$ cat src/rtl/kpg_pkg.sv
// Shared kill/propagate/generate definitions used by the adder and subtractor carry networks.
package kpg_pkg;

  typedef enum logic [1:0] {
    KPG_K = 2'b00,
    KPG_P = 2'b01,
    KPG_G = 2'b10
  } kpg_t;

  // x is the more-significant span; the illegal code 2'b11 resolves as kill.
  function automatic kpg_t kpg_combine(input kpg_t x, input kpg_t y);
    case (x)
      KPG_P:   return y;
      KPG_G:   return KPG_G;
      default: return KPG_K;
    endcase
  endfunction

  function automatic kpg_t kpg_encode(input logic a_bit, input logic b_bit);
    if (a_bit & b_bit)      return KPG_G;
    else if (a_bit | b_bit) return KPG_P;
    else                    return KPG_K;
  endfunction

endpackage

$ cat src/rtl/kpg_prefix.sv
// Recursive-doubling prefix tree: element 0 is the carry-in symbol, element i+1 is bit i.
// Output j is the carry into bit j (j = WIDTH is the carry out).
module kpg_prefix
  import kpg_pkg::*;
#(
  parameter int WIDTH = 32
) (
  input  kpg_t [WIDTH:0] kpg_i,
  output kpg_t [WIDTH:0] carry_o
);

  localparam int LEVELS = $clog2(WIDTH);

  kpg_t [WIDTH-1:0] cur;
  kpg_t [WIDTH-1:0] nxt;

  // The low WIDTH elements resolve in log2(WIDTH) levels; the top element
  // only needs one more cell against the fully resolved carry into the MSB.
  always_comb begin
    cur = kpg_i[WIDTH-1:0];
    nxt = cur;
    for (int l = 0; l < LEVELS; l++) begin
      nxt = cur;
      for (int j = (1 << l); j < WIDTH; j++) begin
        nxt[j] = kpg_combine(cur[j], cur[j - (1 << l)]);
      end
      cur = nxt;
    end
    carry_o[WIDTH-1:0] = cur;
    carry_o[WIDTH]     = kpg_combine(kpg_i[WIDTH], cur[WIDTH-1]);
  end

endmodule

$ cat src/rtl/kpg_subtractor32.sv
// Three-stage pipelined a - b - bin using the shared KPG prefix carry network.
// All stages advance together whenever the output register is empty or being drained.
module kpg_subtractor32
  import kpg_pkg::*;
#(
  parameter int WIDTH = 32
) (
  input  logic             clk,
  input  logic             rst,
  input  logic             in_valid,
  output logic             in_ready,
  input  logic [WIDTH-1:0] a,
  input  logic [WIDTH-1:0] b,
  input  logic             bin,
  output logic             out_valid,
  input  logic             out_ready,
  output logic [WIDTH-1:0] diff,
  output logic             bout,
  output logic             ovf,
  output logic             zero
);

  logic adv;

  logic             v1_q;
  logic [WIDTH-1:0] a1_q, bn1_q;
  kpg_t [WIDTH:0]   kpg1_q, kpg1_d;

  kpg_t [WIDTH:0]   carry;

  logic             v2_q;
  logic [WIDTH:0]   carry2_q, carry2_d;
  logic [WIDTH-1:0] x2_q;
  logic             sa2_q, sb2_q;

  logic             v3_q;
  logic [WIDTH-1:0] diff_q, diff_d;
  logic             bout_q, bout_d, ovf_q, ovf_d, zero_q, zero_d;

  assign adv      = ~v3_q | out_ready;
  assign in_ready = adv;

  // Borrow-in maps to an inverted carry-in: no borrow means the +1 of two's complement.
  always_comb begin
    kpg1_d[0] = bin ? KPG_K : KPG_G;
    for (int i = 0; i < WIDTH; i++) begin
      kpg1_d[i+1] = kpg_encode(a[i], ~b[i]);
    end
  end

  kpg_prefix #(.WIDTH(WIDTH)) u_prefix (
    .kpg_i   (kpg1_q),
    .carry_o (carry)
  );

  always_comb begin
    for (int i = 0; i <= WIDTH; i++) begin
      carry2_d[i] = (carry[i] == KPG_G);
    end
  end

  always_comb begin
    diff_d = x2_q ^ carry2_q[WIDTH-1:0];
    bout_d = ~carry2_q[WIDTH];
    ovf_d  = (sa2_q != sb2_q) & (diff_d[WIDTH-1] != sa2_q);
    zero_d = ~|diff_d;
  end

  always_ff @(posedge clk or posedge rst) begin
    if (rst) begin
      v1_q     <= 1'b0;
      a1_q     <= '0;
      bn1_q    <= '0;
      for (int i = 0; i <= WIDTH; i++) kpg1_q[i] <= KPG_K;
      v2_q     <= 1'b0;
      carry2_q <= '0;
      x2_q     <= '0;
      sa2_q    <= 1'b0;
      sb2_q    <= 1'b0;
      v3_q     <= 1'b0;
      diff_q   <= '0;
      bout_q   <= 1'b0;
      ovf_q    <= 1'b0;
      zero_q   <= 1'b0;
    end else if (adv) begin
      v1_q     <= in_valid;
      a1_q     <= a;
      bn1_q    <= ~b;
      kpg1_q   <= kpg1_d;
      v2_q     <= v1_q;
      carry2_q <= carry2_d;
      x2_q     <= a1_q ^ bn1_q;
      sa2_q    <= a1_q[WIDTH-1];
      sb2_q    <= ~bn1_q[WIDTH-1];
      v3_q     <= v2_q;
      diff_q   <= diff_d;
      bout_q   <= bout_d;
      ovf_q    <= ovf_d;
      zero_q   <= zero_d;
    end
  end

  assign out_valid = v3_q;
  assign diff      = diff_q;
  assign bout      = bout_q;
  assign ovf       = ovf_q;
  assign zero      = zero_q;

endmodule
$ cat config.mk
export PLATFORM = sky130hd
export DESIGN_NAME = kpg_subtractor32
export DESIGN_NICKNAME = d
export VERILOG_FILES = /design/src/rtl/kpg_pkg.sv /design/src/rtl/kpg_prefix.sv /design/src/rtl/kpg_subtractor32.sv
export SDC_FILE = /design/constraint.sdc
export NUM_CORES = 1
export LEC_CHECK = 0
export CAP_MARGIN = 20
export CORE_MARGIN = 2
export CORE_UTILIZATION = 56
export CTS_BUF_LIST = sky130_fd_sc_hd__clkbuf_4
export DETAILED_ROUTE_END_ITERATION = 10
export PLACE_DENSITY = 0.79
export SLEW_MARGIN = 5
export SYNTH_ARGS = -nofsm -noshare
export SYNTH_HDL_FRONTEND = slang
export SYNTH_SLANG_ARGS = --single-unit
export TNS_END_PERCENT = 1
$ cat constraint.sdc
create_clock -name clk -period 8.12 [get_ports clk]
set_clock_uncertainty 0.05 [all_clocks]
set_input_delay 1.218 -clock clk [delete_from_list [all_inputs] [get_ports clk]]
set_output_delay 1.218 -clock clk [all_outputs]
set_load 0.05 [all_outputs]
Yosys cells after proc, flatten, opt, wreduce, memory -nomap -nowiden
Cells that the tools add are included.
- flip-flop bits (word level): 235
- input bits: 69
- output and inout port bits: 37
- logic and storage cells: 642
- equality and inequality tests: 295
- mux-type cells: 195
- bitwise gates (word level): 104
- reduce and logical (&&, ||, !) cells: 2
- operators by type and width (kind ; count):
    2-bit one-hot mux with 2 select lines ; 130
    2-bit equality test (second input constant) ; 163
    2-bit by 1-bit equality test with 1-bit output (second input constant) ; 130
    2-bit 2-to-1 mux ; 33
    32-bit XOR ; 2
    1-bit inverter ; 35
    1-bit bitwise AND ; 33
    1-bit OR ; 33
    1-bit 2-to-1 mux ; 32
    32-bit inverter ; 1
    32-bit OR reduction ; 1
    1-bit != test ; 2
    1-bit logical NOT ; 1

Longest topological paths before layout
Gate-level depths: netlist (run 1).
- depth after elaboration: 12
- depth in mapped cells: 21

Modules after synthesis
Synthesis (run 1) repeated with hierarchy kept, for this count alone.
- cell total of the unflattened synthesis: 2020
- area, all modules: 16828.6 um^2
- by module, submodules not included (module ; instances ; cells each ; area each (um^2) ; sequential area each (um^2)):
    kpg_subtractor32 ; 1 ; 1028 ; 9844.4 ; 5855.6
    kpg_prefix ; 1 ; 992 ; 6984.2 ; 0.0

Least setup slack after synthesis (run 1)
No wires, ideal clock.
- kind: input -> output
- start point: input port out_ready
- end point: output port in_ready
- arrival: 2432 ps
- setup slack: 4420 ps
- stages: 5
- buffers on the path: 3
- cell sequence: nor2b_1 buf_4 inv_2 clkbuf_1 clkbuf_1
- longest elaborated chain between the ends: 1
- ends and longest elaborated chain (item ; RTL line ; source):
    start, declared ; kpg_subtractor32.sv:16 ; input logic out_ready,
    1-bit OR ; kpg_subtractor32.sv:40 ; assign adv = ~v3_q | out_ready;
    end, declared ; kpg_subtractor32.sv:11 ; output logic in_ready,
No other way between the ends.

Worst setup path in the final report (run 1)
Ends and elaborated chain as after synthesis.

==> results.md, run 1 <==
- # DRC: 0
- Clk buf depth: 3
- FILL cells: 2328
- Minimum clock period: 4.70 ns
- CP max FO: 108
- Synth Area in XOR/XNOR: 3.48%
- DR iter-0 viols: 662
- Mapped Cells: 1871
- Slew HR: 38.5%
- Power, Total: 4.65 mW
- Vias in the first global route: 12800
- Worst Tran Pin Value: 0.922 ns
- CTS tree: built
- Routed len/inst: 14.8 µm
- All-Layer GR Usage: 24.2%
- Post-CTS Resized: 0
- Largest net degree at the start of global routing: 115
- Routed Antenna Nets: 0
- Vias per cell: 5.22
- Fin. max-slew vios: 0
- Synth Area per Inst: 8.60 µm²
- Hold Buf Count CTS: 0
- Initial antenna violation count: 1
- Most common cell after layout, fill and taps aside: inv_1
- CP endpoint kind: output pin
- Port Buffers: 105
- Mux contribution to synthesized area: 0.0700%
- Register bit count reported by yosys: 234
- Number of max-cap violations: 0
- FF+latch area: 0.00586 mm²
- Routed vias: 12700
- Post-synthesis cell area: 0.0161 mm²
- Post-DP HPWL: 27300 µm
- GP Congestion: 0.871
- Outcome: finished, final reports clean
- Clock sink total: 234
- F_max: 213 MHz
- Prevailing post-synth register cell: dfrtp_1
- Number of detailed-route iterations in the first pass: 5
- Die Wd: 174 µm
- Endpoints failing hold: 0
- First-pass GRT wire length: 59500 µm
- Fraction of layout cells with a size suffix above 1: 8.35%
- Area fraction in compound gates after synthesis: 12.3%
- Pwr dens: 253 mW/mm²
- Syn Nets: 2232
- Post-synthesis sequential area ratio: 36.4%
- Cell Rows: 62
- Final period util: 57.9%
- Setup TNS Final: 0 ns
- Post-CTS setup buffer count: 0
- Type of the worst setup path: in -> out
- Dpl cell area: 0.0175 mm²
- Root Buffer: clkbuf_4
- Main combinational cell family by area after synthesis: adder cells
- CTS Buf Count: 68
- Worst hold-check path type: reg -> reg
- RSZ-0062 raised after global routing: no
- Post-synth EDFFs: 0
- Final-report setup violation count: 0
- Async S/R FF share, synth: 100%
- VDD IR-drop max: 132 µV
- Htree depth: 3
- Startpoint types: input port
- Die Y: 174 µm
- Drt total wl: 36000 µm
- Post-Synth Adder-Cell Area: 22.7%
- Post-synthesis simple-gate area fraction: 16.4%
- Core footprint: 0.0285 mm²
- Worst EP arrival: 3.43 ns
- Post-synthesis cell type count: 47
- P&R area growth vs syn: 14.1%
- Reg clk slew, reported paths: 0.07 ns
- Die footprint: 0.0301 mm²
- Final #Nets: 2363
- # IOs: 106
- Most frequent cells in the layout: 316 x inv_1, 292 x ha_1, 284 x nand2_1
- Initial core utilization: 56.5%
- Multi-input logic area: 0.00885 mm²
- Worst skew pair latency: 0.67 ns
- GRT Residual Overflow: 0
- CP Data Required Time: 6.85 ns
- YS warnings: 0
- Post-route cell area: 0.0184 mm²
- P_leak: 9.17 nW
routing by layer:
metal	share of wire, %	wire length (µm)	vias up	track usage, %
met5	0	0	-	0
met4	2.0	710	0	7.77
met3	4.2	1520	61	3.75
met2	49	17500	250	42.0
met1	45	16300	6083	31.0
li1	-	-	6291	-
cell families (layout without fill, tap and decap cells):
group | after synthesis | count (layout)
other | 0 | 1
and+or+nand+nor | 581 | 581
DFF | 234 | 234
buffers and inverters | 369 | 545
adders and majority gates | 292 | 292
AOI/OAI and AO/OA | 330 | 330
muxes | 1 | 1
xor gates and xnor gates | 64 | 64
where the power goes:
part	internal (mW)	leakage, nW	switching (mW)	total, mW
clock	0.599	0.504	0.511	1.11
sequential	1.50	2.86	0.263	1.76
combinational	0.648	5.81	1.13	1.78
critical path, cell delays in order:
cell and delay [ns]:
clkdlybuf4s50_1 0.51, nor2b_4 0.05, buf_4 0.27, inv_8 0.43
clkdlybuf4s50_1 0.91
per-stage QoR:
step / worst slack (ns) / cells / hold WS [ns] / utilization (%)
after detailed placement: 3.40 / 2315 / 0.391 / 61.4
after floorplan: 0.434 / 1871 / 0.368 / -
final: 3.42 / 2432 / 0.401 / 64.5
after global routing: 3.32 / 2432 / 0.407 / 64.5
after CTS: 3.39 / 2430 / 0.394 / 64.4
after global placement: 3.41 / 2315 / 0.380 / 61.4
area by class of cell:
| cell class | count | share of cell area (%) |
|---|---|---|
| flip-flops and latches | 234 | 31.9 |
| inverters | 318 | 6.58 |
| well taps | 384 | 2.62 |
| repair buffers | 112 | 6.12 |
| diodes | 1 | 0.0136 |
| clock inverters | 21 | 0.776 |
| clock buffers | 94 | 3.84 |
| multi-input cells | 1268 | 48.2 |
Yosys cell counts, types with 30 or more instances:
library cell,n,area share (%)
o21ai_0,104,3.2
dfrtp_1,234,36
ha_1,292,23
and2_1,36,1.4
or2_2,42,1.6
clkbuf_1,41,0.96
nor2_1,131,3.1
inv_1,317,7.4
a21oi_1,125,3.9
nor3b_1,30,1.4
xnor2_1,59,3.2
nand2_1,284,6.6
state kept, by name, indices dropped and copies added, names as in the netlist:
signal / cells
kpg1_q: 65
carry2_q: 33
a1_q: 32
bn1_q: 32
diff: 32
x2_q: 32
bout: 1
out_valid: 1
ovf: 1
sa2_q: 1
sb2_q: 1
v1_q: 1
v2_q: 1
zero: 1
path summary, 6_finish.rpt:
check                                  start      endpoint  slack [ns]  cells past startpoint
worst min register to register  carry2_q[32]          bout        0.40                      1
max in group asynchronous                rst      a1_q[16]        5.57                      3
worst max-delay path               out_ready      in_ready        3.42                      5
min in group asynchronous                rst       diff[7]        1.08                      2
worst max register to register    kpg1_q[62]  carry2_q[32]        4.11                     18
worst min-delay path            carry2_q[32]          bout        0.40                      1
Power figures use the tool's default switching activity.
==> run 2: changes to the inputs <==
clock period = 3.95 ns   (was 8.12 ns; I/O delays follow)
==> run 2 against run 1 <==
  * Die area did not move
  * Design area up 0.46%
  * First-iteration DRC count rose by 4.5%
  * Global-route usage up 0.075 points
  * Register-to-register slack got worse by 3.8 ns
  * Critical path depth is 12 higher
  * Via count hardly changed
  * Highest routed layer unchanged
  * Wire length is 0.75% lower
  * Sequential power rose by 110%
  * Largest cell class unchanged
==> results.md, run 2 (synthesis gave the netlist of run 1 again) <==
- FF+latch area: 0.00586 mm²
- Final #Nets: 2369
- Final-report setup violation count: 0
- Minimum clock period: 3.67 ns
- Initial core utilization: 56.5%
- CP Depth: 17
- Hold Buf Count CTS: 0
- Root Buffer: clkbuf_4
- R2R depth: 17
- RSZ-0062 raised after global routing: no
- Die Wd: 174 µm
- Initial antenna violation count: 1
- Number of max-cap violations: 0
- Routed Antenna Nets: 0
- Clk buf depth: 3
- Max FFs per register: 65
- Largest net degree at the start of global routing: 156
- Startpoint types: flip-flop
- Fin. max-slew vios: 0
- Largest delay contributor family on the critical path: adder cells
- Post-placement setup slack: 0.327 ns
- Cell Rows: 62
- Worst skew pair latency: 0.71 ns
- CTS Buf Count: 67
- # IOs: 106
- Slowest CP cell: dfrtp_1
- Final WS setup: 0.276 ns
- Port Buffers: 105
- Most frequent cells in the layout: 316 x inv_1, 292 x ha_1, 284 x nand2_1
- Most common cell after layout, fill and taps aside: inv_1
- First-pass GRT wire length: 60000 µm
- All-Layer GR Usage: 24.3%
- Slew HR: 32.2%
- Endpoints failing hold: 0
- F_max: 272 MHz
- Routed len/inst: 14.7 µm
- Worst EP arrival: 4.20 ns
- Routed vias: 12700
- Vias in the first global route: 12800
- Drt total wl: 35800 µm
- P_leak: 9.20 nW
- CP Data Required Time: 4.47 ns
- Fraction of layout cells with a size suffix above 1: 8.88%
- Multi-input logic area: 0.00886 mm²
- Pwr dens: 516 mW/mm²
- Post-DP HPWL: 27600 µm
- Clock sink total: 234
- # DRC: 0
- Outcome: finished, final reports clean
- Htree depth: 3
- Reg with most FFs: kpg1_q
- Busiest grt layer: met2
- Final period util: 93.0%
- Worst hold-check path type: in -> reg
- Met1 Use GR: 31.7%
- Type of the worst setup path: reg -> reg
- CP endpoint kind: flip-flop
- GRT Residual Overflow: 0
- CTS tree: built
- Die Y: 174 µm
- Vias per cell: 5.22
- Core footprint: 0.0285 mm²
- DR iter-0 viols: 692
- P&R area growth vs syn: 14.6%
- Met2 usage: 41.3%
- Setup TNS Final: 0 ns
- GP Congestion: 0.866
- Worst Tran Pin Value: 1.01 ns
- Reg clk slew, reported paths: 0.07 ns
- Delay of the slowest critical-path stage: 0.36 ns
- VDD IR-drop max: 315 µV
- Number of detailed-route iterations in the first pass: 5
- Worst Path Buf+Inv: 4
- Cell mode on critical path: ha_1
- FILL cells: 2326
- Post-CTS setup buffer count: 0
- Worst-path cell chain: inv_1, ha_1, a21oi_1, or2_2, ha_1, inv_1, o31a_1, or2_2, ha_1, a21oi_1, inv_1, ha_1, inv_1, nand2_1, a2bb2oi_1, ha_1, o31ai_1
- GRT met3 Usage: 3.51%
- Die footprint: 0.0301 mm²
- Hold depth: 2
- Post-CTS Resized: 0
- CP max FO: 4
- Biggest regs: kpg1_q: 65 flops, carry2_q: 33 flops
-- run 2: cell types whose count changed in the layout (fill, tap and decap cells not counted), sizes merged --
cell	change
clkdlybuf4s50	-1
clkinv	-8
bufinv	-1
buf	+8
inv	-1
clkinvlp	+2
clkbuf	+3
-- run 2: worst paths after layout --
kind,startpoint,endpoint,slack [ns]
max,kpg1_q[33],carry2_q[16],0.28
min,bin,kpg1_q[1],0.39
max reg2reg,kpg1_q[33],carry2_q[16],0.28
min reg2reg,v2_q,out_valid,0.41
max in group asynchronous,rst,kpg1_q[23],2.54
min in group asynchronous,rst,a1_q[27],0.42
-- run 2: final cells by class --
| cell class | count | share of cell area [%] |
|---|---|---|
| multi-input combinational | 1268 | 48.0 |
| sequential | 234 | 31.7 |
| timing repair buffer | 119 | 6.66 |
| inverter | 318 | 6.53 |
| clock buffer | 97 | 3.95 |
| tap | 384 | 2.60 |
| clock inverter | 13 | 0.536 |
| antenna | 1 | 0.0136 |
-- run 2: power breakdown --
part / total (mW) / switching [mW] / internal, mW
clock: 2.24 / 1.05 / 1.19
combinational: 3.66 / 2.32 / 1.35
sequential: 3.62 / 0.543 / 3.08
-- run 2: layer usage --
metal / share of wire [%] / routed length (µm)
met1: 46 / 16400
met2: 47 / 17000
met3: 4.6 / 1660
met4: 2.1 / 740
met5: 0 / 0
-- run 2: per-stage QoR --
stage	power (mW)	instances	hold slack [ns]	utilization [%]	instance area, µm²
after floorplan	6.07	1871	0.368	-	16100
after global placement	7.19	2323	0.393	61.9	17600
after detailed placement	7.33	2323	0.406	61.9	17600
after CTS	9.60	2433	0.352	64.8	18400
after global routing	10.2	2434	0.382	64.8	18500
final	9.53	2434	0.389	64.8	18500
==> run 3: changes to the inputs <==
CORE_MARGIN = 10   (was 2)
==> run 3 against run 2 <==
  * Design area rose by 0.36%
  * Sequential power about the same
  * Clock-buffer cell count is 4 lower
  * Global-route usage is 3.7 points lower
  * Combinational power about the same
  * Fmax is 0.23% lower
  * Sequential cell count is the same
  * Utilization is 0.056 points higher
  * Critical path depth up 3
  * Clock power increased by 2%
==> results.md, run 3 (synthesis gave the netlist of run 1 again) <==
- P_leak: 9.24 nW
- DR iter-0 viols: 739
- Final #Nets: 2373
- Fin. max-slew vios: 0
- CP Data Required Time: 4.43 ns
- Post-CTS setup buffer count: 0
- Drt total wl: 37100 µm
- # DRC: 0
- Worst EP arrival: 4.16 ns
- FILL cells: 2408
- Initial core utilization: 56.4%
- Reg with most FFs: kpg1_q
- Core footprint: 0.0285 mm²
- Largest delay contributor family on the critical path: adder cells
- Cell Rows: 62
- Vias per cell: 5.17
- Vias in the first global route: 12800
- Endpoints failing hold: 0
- CTS Buf Count: 67
- Busiest grt layer: met2
- Final WS setup: 0.268 ns
- Pwr dens: 518 mW/mm²
- Final-report setup violation count: 0
- Outcome: finished, final reports clean
- # IOs: 106
- Die Wd: 190 µm
- Multi-input logic area: 0.00886 mm²
- Most frequent cells in the layout: 316 x inv_1, 292 x ha_1, 284 x nand2_1
- Worst Path Buf+Inv: 4
- Routed vias: 12600
- CP endpoint kind: flip-flop
- Max FFs per register: 65
- Worst hold-check path type: in -> async
- Clk buf depth: 3
- CP max FO: 4
- CTS tree: built
- GRT met3 Usage: 4.06%
- Minimum clock period: 3.68 ns
- GRT Residual Overflow: 0
- Biggest regs: kpg1_q: 65 flops, carry2_q: 33 flops
- Met2 usage: 34.4%
- Routed Antenna Nets: 0
- Number of detailed-route iterations in the first pass: 9
- VDD IR-drop max: 337 µV
- Fraction of layout cells with a size suffix above 1: 9.09%
- Die Y: 190 µm
- Startpoint types: flip-flop
- First-pass GRT wire length: 61300 µm
- All-Layer GR Usage: 20.6%
- Slowest CP cell: dfrtp_1
- Clock sink total: 234
- Routed len/inst: 15.2 µm
- F_max: 272 MHz
- Post-CTS Resized: 0
- Worst Tran Pin Value: 0.703 ns
- Hold Buf Count CTS: 0
- Slew HR: 53.1%
- P&R area growth vs syn: 15.1%
- Htree depth: 3
- Cell mode on critical path: ha_1
- Worst-path cell chain: inv_1, ha_1, a21oi_1, nor2_1, inv_1, ha_1, inv_1, o31a_1, or2_2, ha_1, nor3b_1, o21bai_1, ha_1, inv_1, nand2_1, a2bb2oi_1, ha_1, nor2b_1, nor2_1, o31ai_1
- Post-DP HPWL: 28800 µm
- Number of max-cap violations: 0
- Die footprint: 0.0359 mm²
- Largest net degree at the start of global routing: 156
- Post-placement setup slack: 0.324 ns
- WHS: 0.303 ns
- Worst skew pair latency: 0.68 ns
- Met1 Use GR: 26.3%
- Type of the worst setup path: reg -> reg
- Dpl cell area: 0.0177 mm²
- Final period util: 93.2%
- Root Buffer: clkbuf_4
- GP Congestion: 0.887
- Delay of the slowest critical-path stage: 0.37 ns
- Post-route cell area: 0.0185 mm²
- Most common cell after layout, fill and taps aside: inv_1
- Port Buffers: 105
- Reg clk slew, reported paths: 0.06 ns
- FF+latch area: 0.00586 mm²
- Initial antenna violation count: 2
## run 3: final cells by class
class / count / share of cell area (%)
diodes: 2 / 0.0270
clock buffers: 93 / 3.77
clock inverters: 22 / 0.831
inverters: 318 / 6.51
multi-input cells: 1268 / 47.9
flip-flops and latches: 234 / 31.6
well taps: 384 / 2.59
repair buffers: 123 / 6.80
## run 3: metal layers
layer	share of wire (%)	vias to the layer above	wire length, µm
li1	-	6298	-
met1	44	6007	16400
met2	48	273	17700
met3	5.9	56	2190
met4	2.0	0	748
met5	0	-	0
## run 3: path summary, 6_finish.rpt
kind | slack (ns) | from | depth (start not counted) | endpoint
min in group clk | 0.41 | v2_q | 2 | v2_q
min reg2reg | 0.41 | v2_q | 2 | v2_q
max reg2reg | 0.27 | kpg1_q[38] | 20 | carry2_q[19]
max | 0.27 | kpg1_q[38] | 20 | carry2_q[19]
max in group asynchronous | 2.61 | rst | 4 | diff[3]
min | 0.30 | rst | 2 | bn1_q[28]
## run 3: power by group
part | internal, mW | switching [mW]
logic | 1.35 | 2.34
clock network | 1.23 | 1.07
registers | 3.08 | 0.533
total | 5.65 | 3.94
## run 3: through the flow
stage | TNS [ns] | utilization (%) | total power, mW | std cells
6_report | 0 | 64.9 | 9.59 | 2444
5_1_grt | -0.00187 | 64.9 | 10.3 | 2444
4_1_cts | 0 | 64.8 | 9.67 | 2442
3_5_place_dp | 0 | 61.8 | 7.35 | 2327
3_3_place_gp | 0 | 61.8 | 7.20 | 2327
2_1_floorplan | 0 | - | 6.07 | 1871
